--- config.mk ---
export PLATFORM = sky130hd
export DESIGN_NAME = mips_multicycle_controller
export DESIGN_NICKNAME = d
export VERILOG_FILES = /design/src/rtl/mips_multicycle_controller.sv
export SDC_FILE = /design/constraint.sdc
export NUM_CORES = 1
export LEC_CHECK = 0
export BUFFER_PORTS_ARGS = -buffer_cell sky130_fd_sc_hd__buf_2
export CAP_MARGIN = 25
export CORE_MARGIN = 5
export CORE_UTILIZATION = 23
export DETAILED_ROUTE_END_ITERATION = 7
export SYNTH_ARGS = -nofsm -noshare
export SYNTH_HDL_FRONTEND = slang
export SYNTH_SLANG_ARGS = --single-unit
--- constraint.sdc ---
create_clock -name clk -period 1.8 [get_ports clk]
set_input_delay 0 -clock clk [delete_from_list [all_inputs] [get_ports clk]]
set_output_delay 0 -clock clk [all_outputs]
set_load 0.05 [all_outputs]
--- src/rtl/mips_multicycle_controller.sv ---
// Moore FSM sequencing the shared-memory multi-cycle MIPS datapath through fetch/decode/execute/memory/writeback.
// Memory states stall on mem_ready; retired counts completed instructions; undefined encodings pulse illegal_op.
module mips_multicycle_controller #(
  parameter int CNT_W = 32
) (
  input  logic             clk,
  input  logic             rst,
  input  logic [5:0]       opcode,
  input  logic [5:0]       funct,
  input  logic             ALUZeroFlag,
  input  logic             mem_ready,
  output logic             PCWrite,
  output logic             PCWriteCond,
  output logic             IorD,
  output logic             MemRead,
  output logic             MemWrite,
  output logic             IRWrite,
  output logic             MemtoReg,
  output logic [1:0]       RegDst,
  output logic [1:0]       DataWrite,
  output logic             RegWrite,
  output logic             ALUSrcA,
  output logic [1:0]       ALUSrcB,
  output logic [2:0]       operation,
  output logic [1:0]       PCSource,
  output logic             illegal_op,
  output logic [CNT_W-1:0] retired
);

  typedef enum logic [3:0] {
    FETCH, DECODE, MEMADDR, MEMRD, MEMWB, MEMWR, RT_EX, RT_WB,
    IMM_EX, IMM_WB, BEQ, JUMP, JAL, JR
  } state_t;

  state_t state, nextState;
  logic   isRt, rtAlu, isJr, isLw, isSw, isAddi, isSlti, isBeq, isJ, isJal, legal, retire;

  // Branch resolution happens in the datapath via PCWriteCond, so the flag is not needed here.
  logic unusedZeroFlag;
  assign unusedZeroFlag = ALUZeroFlag;

  assign isRt   = (opcode == 6'b000000);
  assign rtAlu  = isRt && (funct inside {6'b100000, 6'b100010, 6'b100100, 6'b100101, 6'b101010});
  assign isJr   = isRt && (funct == 6'b001000);
  assign isLw   = (opcode == 6'b100011);
  assign isSw   = (opcode == 6'b101011);
  assign isAddi = (opcode == 6'b001000);
  assign isSlti = (opcode == 6'b001010);
  assign isBeq  = (opcode == 6'b000100);
  assign isJ    = (opcode == 6'b000010);
  assign isJal  = (opcode == 6'b000011);
  assign legal  = isJr || rtAlu || isLw || isSw || isAddi || isSlti || isBeq || isJ || isJal;

  always_comb begin
    nextState = FETCH;
    case (state)
      FETCH:   nextState = mem_ready ? DECODE : FETCH;
      DECODE: begin
        if (isJr)                nextState = JR;
        else if (rtAlu)          nextState = RT_EX;
        else if (isLw || isSw)   nextState = MEMADDR;
        else if (isAddi || isSlti) nextState = IMM_EX;
        else if (isBeq)          nextState = BEQ;
        else if (isJ)            nextState = JUMP;
        else if (isJal)          nextState = JAL;
        else                     nextState = FETCH;
      end
      MEMADDR: nextState = isLw ? MEMRD : MEMWR;
      MEMRD:   nextState = mem_ready ? MEMWB : MEMRD;
      MEMWR:   nextState = mem_ready ? FETCH : MEMWR;
      RT_EX:   nextState = RT_WB;
      IMM_EX:  nextState = IMM_WB;
      default: nextState = FETCH;
    endcase
  end

  assign retire = (state inside {MEMWB, RT_WB, IMM_WB, BEQ, JUMP, JAL, JR}) ||
                  ((state == MEMWR) && mem_ready);

  always_ff @(posedge clk or negedge rst) begin
    if (!rst) begin
      state   <= FETCH;
      retired <= '0;
    end else begin
      state <= nextState;
      if (retire) retired <= retired + {{(CNT_W-1){1'b0}}, 1'b1};
    end
  end

  // Outputs decode the current state; holding rst low forces every control line inactive at once.
  always_comb begin
    PCWrite = 1'b0; PCWriteCond = 1'b0; IorD = 1'b0; MemRead = 1'b0; MemWrite = 1'b0;
    IRWrite = 1'b0; MemtoReg = 1'b0; RegDst = 2'b00; DataWrite = 2'b00; RegWrite = 1'b0;
    ALUSrcA = 1'b0; ALUSrcB = 2'b00; operation = 3'b000; PCSource = 2'b00; illegal_op = 1'b0;
    if (rst) begin
      case (state)
        FETCH: begin
          MemRead = 1'b1; ALUSrcB = 2'b01; operation = 3'b010;
          IRWrite = mem_ready; PCWrite = mem_ready;
        end
        DECODE: begin
          ALUSrcB = 2'b11; operation = 3'b010; illegal_op = !legal;
        end
        MEMADDR: begin
          ALUSrcA = 1'b1; ALUSrcB = 2'b10; operation = 3'b010;
        end
        MEMRD:  begin IorD = 1'b1; MemRead = 1'b1; end
        MEMWB:  begin MemtoReg = 1'b1; RegWrite = 1'b1; end
        MEMWR:  begin IorD = 1'b1; MemWrite = 1'b1; end
        RT_EX: begin
          ALUSrcA = 1'b1;
          case (funct)
            6'b100010: operation = 3'b110;
            6'b100100: operation = 3'b000;
            6'b100101: operation = 3'b001;
            6'b101010: operation = 3'b111;
            default:   operation = 3'b010;
          endcase
        end
        RT_WB:  begin RegDst = 2'b01; RegWrite = 1'b1; end
        IMM_EX: begin
          ALUSrcA = 1'b1; ALUSrcB = 2'b10; operation = isSlti ? 3'b111 : 3'b010;
        end
        IMM_WB: RegWrite = 1'b1;
        BEQ: begin
          ALUSrcA = 1'b1; operation = 3'b110; PCWriteCond = 1'b1; PCSource = 2'b01;
        end
        JUMP:   begin PCWrite = 1'b1; PCSource = 2'b10; end
        JAL: begin
          PCWrite = 1'b1; PCSource = 2'b10; RegDst = 2'b10; DataWrite = 2'b10; RegWrite = 1'b1;
        end
        JR:     begin PCWrite = 1'b1; PCSource = 2'b11; end
        default: ;
      endcase
    end
  end

endmodule

* Yosys cells after proc, flatten, opt, wreduce, memory -nomap -nowiden
Cells that the tools add are included.
** Storage, ports and cells
- Register bits :: 36
- Output and inout port bits :: 53
- Word-level logic and storage cells :: 100
** Operators by class
- $add $sub $neg :: 1
- Eq/ne operators :: 26
- Multiplexer cells :: 44
- Reduce and logical (&&, ||, !) cells :: 27
** Operators by type and width (number)
- $eq A6 B6 Y1 const B :: 7
- $add A32 B1 Y32 const B :: 1
- $mux W4 :: 7
- $pmux W4 S7 :: 1
- $eq A4 B4 Y1 const B :: 6
- $pmux W3 S4 :: 2
- $mux W1 :: 20
- $eq A6 B4 Y1 const B :: 3
- $eq A4 B3 Y1 const B :: 4
- $mux W3 :: 5
- $eq A6 B2 Y1 const B :: 2
- $pmux W2 S3 :: 2
- $logic_or A1 B1 Y1 :: 11
- $mux W2 :: 5
- $eq A4 B2 Y1 const B :: 2
- $reduce_or A2 Y1 :: 4
- $reduce_or A4 Y1 :: 2
- $reduce_bool A7 Y1 :: 1
- $eq A6 B3 Y1 const B :: 1
- $logic_not A6 Y1 :: 1
- $reduce_or A3 Y1 :: 2
- $reduce_bool A5 Y1 :: 1
- $eq A4 B1 Y1 const B :: 1
- $logic_not A4 Y1 :: 1
- 4 further kinds :: 6

* Logic depth before layout (Yosys ltp)
Gate-level depths: netlist of run 1.
- Depth after elaboration :: 14
- Gate-level depth with buffers :: 7

* Worst setup path after synthesis of run 1
OpenSTA, ideal clock, no wires.
- Kind :: flip-flop to output port
- Start :: register state[1]
- End :: output port ALUSrcA
- Data arrival time :: 3384 ps
- Path slack :: -1584 ps
- Stages on the path, launching flop included :: 5
- Path through :: dfrtp_1 -> clkbuf_1 -> buf_2 -> nor2_1 -> a2111oi_0
** Between the ends
- Longest elaborated chain between the ends :: 4
** RTL lines
- start, declared :: line 35 : state_t state, nextState;
- start signal, assigned :: line 85 : state <= nextState;
- $eq A4 B4 Y1 (tied with other cells) :: line 96 : case (state)
- $reduce_or A4 Y1 (no line) *
- $mux W1 * :: line 96
- $mux W1 * :: line 95 : if (rst) begin
- end, declared :: line 22 : output logic ALUSrcA,
Every way passes the cells marked *; elsewhere a longest branch is shown, timed or not.

* Final worst setup path of run 1
- Start :: register state[3]
- End :: output port operation[1]
** Between the ends
- Longest elaborated chain between the ends :: 4
** RTL lines
- $eq A4 B1 Y1 (tied with other cells) :: line 96
- $reduce_or A3 Y1 (no line)
- $pmux W3 S4 * :: line 96
- $mux W3 * :: line 95
- end, declared :: line 24 : output logic [2:0] operation,
Marks and branches as above.

==> out/results.env, run 1 <==
UNIQUE_CELL_TYPE_COUNT_IN_THE_YOSYS_NETLIST=62
DRT_ITER0_DRC=89
GRT_REMAINING_OVERFLOW=0
MAXCAPVIOLATIONS=0
FP.DIEAREA_UM2=12600
TIMING.CLOCK.SKEW_NS=0.006918
IOS=69
N_FILL_CELL=1088
TIMING.HOLD.WORST.CLASS='in2reg'
FINALNETCOUNT=363
CLOCK-SINKS=36
CORE-AREA_UM2=10280
WORST_SETUP_PATH_START_KIND='flip-flop'
FLOORPLAN.INITIALDENSITY=0.2340
TOTAL_DETAILED_ROUTING_WIRELENGTH_UM=6493
WL_PER_CELL_UM=13.44
ANTENNA_CELLS=0
MAX-CLOCK-PATH-BUFFERS=2
CRIT_ARRIVAL_NS=1.75
PLACEMENT_ROWS=37
DRTPASS1ITERATIONS=6
SYNTH_SEQUENTIAL_AREA_RATIO=0.3746
YOSYS_WARNINGS=0
POST-ROUTE-DRC-COUNT=0
DP_HPWL_UM=4868
HOLD_VIOL_FINAL=0
PLACEDCELLCOUNT=468
CLOCK_LATENCY_NS=0.28
LAYOUT-DRIVE-GT1-SHARE=0.4438
FIRST_PASS_GRT_WIRE_LENGTH_UM=11140
INSTANCES_NO_FILL=483
FIRST_GLOBAL_VIAS=2253
SYNTH.AVG_CELL_AREA_UM2=9.007
CP.REQUIRED_NS=1.80
CTS-ROOT-BUF='sky130_fd_sc_hd__clkbuf_8'
TRITONCTS.NUM_BUFFERS=5
ACHIEVABLE-FREQUENCY_MHz=570.7
GRT_ANTENNA_BEFORE_REPAIR=0
CTSHTREEMAXLEVEL=2
SYNTHESIS.AREA_UM2=2405
DIE_H_UM=112.3
CRITICAL_PATH_FANOUT_MAX=15
FINAL.PERIOD_UTILIZATION=0.9735
SYNTH_SEQ_CELLS=36
DETAILROUTE.VIA_COUNT=2241
GP_ROUTABILITY_CONGESTION=0.8170
GRT_SETUP_UNREPAIRED='true'
CLKTRANSATPATHREGS_NS=0.08
DETAIL_ROUTE.VIAS_PER_CELL=4.640
AREA.GROWTH.SYNTH_TO_FINAL_PCT=37.62
CELLLEAKAGEPOWER_uW=0.001541
TIMING_WORST_SETUP_PATH_TYPE='reg2out'
SYNTH.NET_COUNT=284
KIND_OF_END_POINT_OF_THE_CRITICAL_PATH='output port'
SETUP_VIOLATIONS=0
POWER_DENSITY_nW_PER_UM2=840.6
SYNTH_EDF_COUNT=0
FINAL_MAX_SLEW_VIOL_COUNT=0
GRT_USAGE=0.1042
STATUS='finished clean'
PERIOD_NEEDED_NS=1.752
CLOCK_TREE_FROM_TRITONCTS='built'
GRT_MAX_DEGREE=37
WORST_IR_DROP_VDD_mV=0.3894
ROUTE.ANTENNA.REMAINING_NETS=0
FFS_W_ASYNC_S_R_SYNTH=1.000
SYNTH_CELLS=267
FLOORPLAN.DIE.WIDTH_UM=112.3
YS_DOMINANT_REG_CELL='sky130_fd_sc_hd__dfrtp_1'
LAYOUT.CORE_UTILIZATION=0.3220
PORTBUFFERS=66
==> state kept, by name (all words and copies together), names as in the netlist <==
register  cells
retired      32
state         4
==> synthesized netlist by cell type, types with 2 or more instances <==
library cell,count,area [um^2]
sky130_fd_sc_hd__a31oi_1,2,12.51
sky130_fd_sc_hd__nor2b_1,5,31.28
sky130_fd_sc_hd__nand4b_1,2,17.52
sky130_fd_sc_hd__nand2b_1,8,50.05
sky130_fd_sc_hd__buf_2,3,15.01
sky130_fd_sc_hd__and2_1,2,12.51
sky130_fd_sc_hd__nand2_1,25,93.84
sky130_fd_sc_hd__o21ai_0,9,45.04
sky130_fd_sc_hd__buf_1,2,7.510
sky130_fd_sc_hd__and3_1,5,31.28
sky130_fd_sc_hd__nor3_2,2,20.02
sky130_fd_sc_hd__nor2_1,23,86.33
sky130_fd_sc_hd__nand4_4,2,42.54
sky130_fd_sc_hd__nor3_1,16,80.08
sky130_fd_sc_hd__clkbuf_1,7,26.28
sky130_fd_sc_hd__nand4_2,2,25.02
sky130_fd_sc_hd__a211oi_1,2,15.01
sky130_fd_sc_hd__dfrtp_1,36,900.9
sky130_fd_sc_hd__nor4_1,4,25.02
sky130_fd_sc_hd__xor2_1,15,131.4
sky130_fd_sc_hd__xnor2_1,18,157.7
sky130_fd_sc_hd__a21oi_1,7,35.03
sky130_fd_sc_hd__mux2_2,2,22.52
sky130_fd_sc_hd__and4_1,2,17.52
sky130_fd_sc_hd__inv_1,5,18.77
sky130_fd_sc_hd__nand3_1,16,80.08
sky130_fd_sc_hd__nand4_1,10,62.56
==> cell families after synthesis <==
group,count (synthesis),synth area share
AND/OR/NAND/NOR,139,0.3450
buffers and inverters,19,0.03590
adder cells (fa/ha/maj),1,0.005202
multiplexers,2,0.009365
other,1,0.001559
AO/OA/AOI/OAI,36,0.1082
XOR/XNOR,33,0.1202
flip-flops,36,0.3746
==> stage by stage <==
stage | area (um^2) | setup TNS, ns | worst slack (ns) | total power, uW | hold slack, ns
floorplan | 2484 | -1.053 | -0.3158 | 1679 | -0.2956
global placement | 3027 | 0 | 0.1380 | 1957 | 0.2443
detailed placement | 3027 | 0 | 0.1099 | 1975 | 0.2476
CTS | 3198 | 0 | 0.007116 | 2731 | 0.08292
global route | 3309 | -0.08991 | -0.02500 | 2944 | 0.1604
finish | 3309 | 0 | 0.04762 | 2782 | 0.09489
==> routing by layer <==
layer  global-route usage  up-vias  part of all wire
met2               0.1621       57              0.45
met5                    0        -                 0
met1               0.1437     1056              0.48
met3              0.02803        8             0.051
li1                     -     1120                 -
met4              0.02644        0             0.011
==> cell usage in the layout (no fill, tap or decap), types with 2 or more instances in the layout <==
cell and n:
sky130_fd_sc_hd__a211oi_2 2, sky130_fd_sc_hd__a21oi_1 5, sky130_fd_sc_hd__a21oi_2 3, sky130_fd_sc_hd__and2_1 2, sky130_fd_sc_hd__and3_1 4, sky130_fd_sc_hd__and4_1 2
sky130_fd_sc_hd__buf_2 59, sky130_fd_sc_hd__buf_4 16, sky130_fd_sc_hd__buf_6 4, sky130_fd_sc_hd__buf_8 2, sky130_fd_sc_hd__clkbuf_4 2, sky130_fd_sc_hd__clkbuf_8 5
sky130_fd_sc_hd__dfrtp_1 15, sky130_fd_sc_hd__dfrtp_2 21, sky130_fd_sc_hd__inv_1 5, sky130_fd_sc_hd__mux2_2 2, sky130_fd_sc_hd__nand2_1 25, sky130_fd_sc_hd__nand2b_1 6
sky130_fd_sc_hd__nand2b_4 3, sky130_fd_sc_hd__nand3_1 16, sky130_fd_sc_hd__nand4_1 10, sky130_fd_sc_hd__nand4_2 2, sky130_fd_sc_hd__nand4_4 2, sky130_fd_sc_hd__nand4b_1 2
sky130_fd_sc_hd__nor2_1 22, sky130_fd_sc_hd__nor2b_1 3, sky130_fd_sc_hd__nor3_1 10, sky130_fd_sc_hd__nor3_2 7, sky130_fd_sc_hd__nor3_4 2, sky130_fd_sc_hd__nor4_1 3
sky130_fd_sc_hd__nor4_2 2, sky130_fd_sc_hd__o21ai_0 8, sky130_fd_sc_hd__xnor2_1 18, sky130_fd_sc_hd__xor2_1 15
==> path summary, 6_finish.rpt <==
| kind | from | end | slack (ns) | cells after the start |
|---|---|---|---|---|
| worst max-delay path | state[3] | operation[1] | 0.05 | 6 |
| worst min-delay path | opcode[3] | state[3] | 0.09 | 4 |
| worst max register to register | state[2] | retired[13] | 0.12 | 6 |
| worst min register to register | retired[31] | retired[31] | 0.46 | 1 |
| max in group asynchronous | rst | retired[13] | 0.93 | 3 |
| min in group asynchronous | rst | state[0] | 0.52 | 3 |
==> final cells by class <==
type                       count  area (um^2)  area share
multi-input combinational    212         1521      0.4597
timing repair buffer          86        560.5      0.1694
clock buffer                   5        68.82     0.02079
tap                          136        170.2     0.05142
sequential                    36        927.1      0.2802
clock inverter                 3        42.54     0.01285
inverter                       5        18.77    0.005671
==> worst max-delay path: stages, from the launching register on <==
cell	delay (ns)
sky130_fd_sc_hd__dfrtp_2	0.44
sky130_fd_sc_hd__buf_8	0.17
sky130_fd_sc_hd__nand2b_1	0.16
sky130_fd_sc_hd__a21oi_1	0.19
sky130_fd_sc_hd__o21ai_2	0.12
sky130_fd_sc_hd__a31oi_2	0.20
sky130_fd_sc_hd__buf_6	0.19
==> report_power, final <==
part / internal [uW] / total [uW] / switching, uW / leakage, uW
Clock: 410 / 710 / 300 / 0.0000541
Combinational: 391 / 1170 / 776 / 0.00103
Sequential: 860 / 904 / 44.2 / 0.000455
Total: 1660 / 2780 / 1120 / 0.00154
==> repair_timing <==
item,in CTS,in global routing
cloned,0,1
setup buffers,1,4
setup endpoints to repair,7,17
hold buffers,1,0
hold endpoints to repair,36,0
pin swaps,3,3
gates resized for setup,15,14
Note: power is estimated with default switching activity, not from simulation.
==> run 2: changes to the inputs <==
CTS_CLUSTER_SIZE = 40   (was not set)
clock period = 2.2 ns   (was 1.8 ns; I/O delays follow)
==> out/results.env, run 2 (synthesized netlist as in run 1, its figures left out) <==
ROUTE.ANTENNA.REMAINING_NETS=0
TIMING_WORST_SETUP_PATH_TYPE='reg2out'
MET1_USAGE=0.1316
CRITICAL_PATH_FANOUT_MAX=14
FINALSETUPTNS_NS=0
WORSTHOLDPATHCELLS=4
TOTAL_DETAILED_ROUTING_WIRELENGTH_UM=6116
CLOCK-SINKS=36
IOS=69
WORST_SLEW_PIN_SLEW_NS=0.6356
TIMING.HOLD.WORST.CLASS='in2reg'
CLKTRANSATPATHREGS_NS=0.06
FP.DIEAREA_UM2=12600
FINALNETCOUNT=351
KIND_OF_END_POINT_OF_THE_CRITICAL_PATH='output port'
PORTBUFFERS=66
LAYOUT_SETUP_WS_NS=0.1540
FINAL_MAX_SLEW_VIOL_COUNT=0
POWER_DENSITY_nW_PER_UM2=675.6
FF2FF_PATH_DEPTH=5
CTSHTREEMAXLEVEL=2
BIGGESTREGSBYFLOPS='retired (32), state (4)'
CRITICAL-PATH-SLOWEST-CELL='sky130_fd_sc_hd__dfrtp_2'
GRT_ANTENNA_BEFORE_REPAIR=0
DP_HPWL_UM=4694
HOLD_PATH_END='state[3]'
TIMING.CLOCK.SKEW_NS=0.004652
POST_DP_CELL_AREA_UM2=2913
FLOORPLAN.INITIALDENSITY=0.2340
WORSTREG2REGEND='retired[31]'
ANTENNA_CELLS=0
MAX-CLOCK-PATH-BUFFERS=2
GRT_USAGE=0.09664
AREA.GROWTH.SYNTH_TO_FINAL_PCT=25.34
MAX_FFS_PER_REGISTER=32
WORST-R2R-SETUP-SLACK_NS=0.37
FLOORPLAN.DIE.WIDTH_UM=112.3
GRT_USE_MET3=0.03235
CORE-AREA_UM2=10280
FIRST_PASS_GRT_WIRE_LENGTH_UM=10390
P_CLK_FRAC=0.238
GRT_REMAINING_OVERFLOW=0
POST-ROUTE-DRC-COUNT=0
MET2_USAGE=0.1462
DRTPASS1ITERATIONS=4
MOSTFREQUENTLAYOUTCELL='sky130_fd_sc_hd__buf_2'
MAXCAPVIOLATIONS=0
GR-MAX-USAGE-LAYER='met2'
FINAL.PERIOD_UTILIZATION=0.9300
STATUS='finished clean'
R2R-START='retired[11]'
CLOCK_LATENCY_NS=0.29
FINALINSTANCEAREA_UM2=3014
TOP_REGISTER='retired'
CP_CELL_SEQUENCE='buf_4, nand2b_1, nor3_1, nand4_1, a21oi_1, buf_2'
DRT_ITER0_DRC=223
DETAILROUTE.VIA_COUNT=2224
WL_PER_CELL_UM=12.99
CRIT_ARRIVAL_NS=2.05
GRT_MAX_DEGREE=30
POSTCTSSETUPBUFFERS=0
POWER_REPORT.INTERNAL_TOTAL_uW=1186
CP.REQUIRED_NS=2.20
N_FILL_CELL=1099
CTS-ROOT-BUF='sky130_fd_sc_hd__clkbuf_8'
HOLDWS_NS=0.1140
COMBINATIONALPOWERSHARE=0.396
WORST_SLEW_MARGIN_REL=0.5703
CELLLEAKAGEPOWER_uW=0.001471
TRITONCTS.NUM_BUFFERS=5
GP_ROUTABILITY_CONGESTION=0.8275
FIRST_GLOBAL_VIAS=2114
PLACEMENT_ROWS=37
SETUP_VIOLATIONS=0
DETAILEDPLACE.WORSTSLACK_NS=0.3889
PERIOD_NEEDED_NS=2.046
CRITPATHMAXSTAGEDELAY_NS=0.48
GRT_SETUP_UNREPAIRED='false'
PWR-SHARE-SEQ=0.366
CLOCK_TREE_FROM_TRITONCTS='built'
ACHIEVABLE-FREQUENCY_MHz=488.8
HOLD_START='opcode[3]'
FINAL_CELL_MIX='66 x sky130_fd_sc_hd__buf_2, 35 x sky130_fd_sc_hd__dfrtp_1, 25 x sky130_fd_sc_hd__nand2_1, 23 x sky130_fd_sc_hd__nor2_1, 18 x sky130_fd_sc_hd__xnor2_1'
NET_SWITCHING_POWER_FIGURE_uW=850.8
HOLD_VIOL_FINAL=0
DETAIL_ROUTE.VIAS_PER_CELL=4.722
SWITCHING_POWER_SHARE_OF_THE_TOTAL=0.4178
WORST_SETUP_PATH_START_KIND='flip-flop'
LAYOUT-DRIVE-GT1-SHARE=0.3075
DIE_H_UM=112.3
WORST_IR_DROP_VDD_mV=0.1818
-- run 2: critical path, delay by kind of cell, from the launching register on --
kind,cells,cell delay [ns]
compound gates,1,0.16
simple gates,3,0.62
buf+inv,2,0.49
flops,1,0.48
-- run 2: layout make-up --
class                           instances  area (um^2)  share of cell area
Inverter                                5        18.77            0.006227
Sequential cell                        36        902.1              0.2993
Tap cell                              136        170.2             0.05645
Timing Repair Buffer                   74        392.9              0.1303
Multi-Input combinational cell        212         1440              0.4778
Clock buffer                            8        90.09             0.02989
-- run 2: what timing repair did --
| item | CTS | global route |
|---|---|---|
| endpoints found under the setup margin | 0 | 2 |
| gates resized for setup | 0 | 1 |
| hold buffers | 1 | 0 |
| hold endpoints to repair | 7 | 0 |
-- run 2: how the worst max path moves through the flow --
stage          slack, ns  cells past startpoint            to        start
2_1_floorplan       0.08                      4          IorD     state[1]
6_report            0.15                      6  operation[2]     state[2]
4_1_cts             0.11                      6  operation[2]     state[2]
3_3_place_gp        0.41                      5   retired[27]     state[2]
5_1_grt             0.04                      6  operation[2]     state[2]
3_5_place_dp        0.39                      5   retired[31]  retired[11]
-- run 2: through the flow --
step | total power (uW) | util | cells
after floorplan | 1354 | - | 267
after global placement | 1550 | 0.2834 | 462
after detailed placement | 1561 | 0.2834 | 462
after CTS | 2048 | 0.2932 | 471
after global routing | 2161 | 0.2933 | 471
final | 2036 | 0.2933 | 471
-- run 2: power groups by stage --
| stage | clock, uW | sequential, uW | combinational [uW] |
|---|---|---|---|
| floorplan | 0 | 825 | 529 |
| global placement | 0 | 751 | 799 |
| detailed placement | 0 | 756 | 805 |
| CTS | 495 | 744 | 809 |
| global route | 528 | 752 | 881 |
| finish | 485 | 744 | 807 |
-- run 2: metal layers --
metal  wire [um]  vias to the layer above  part of all wire
li1            -                     1092                 -
met1        2865                     1067              0.47
met2        2739                       55              0.45
met3         410                       10             0.067
met4         100                        0             0.016
met5           0                        -                 0
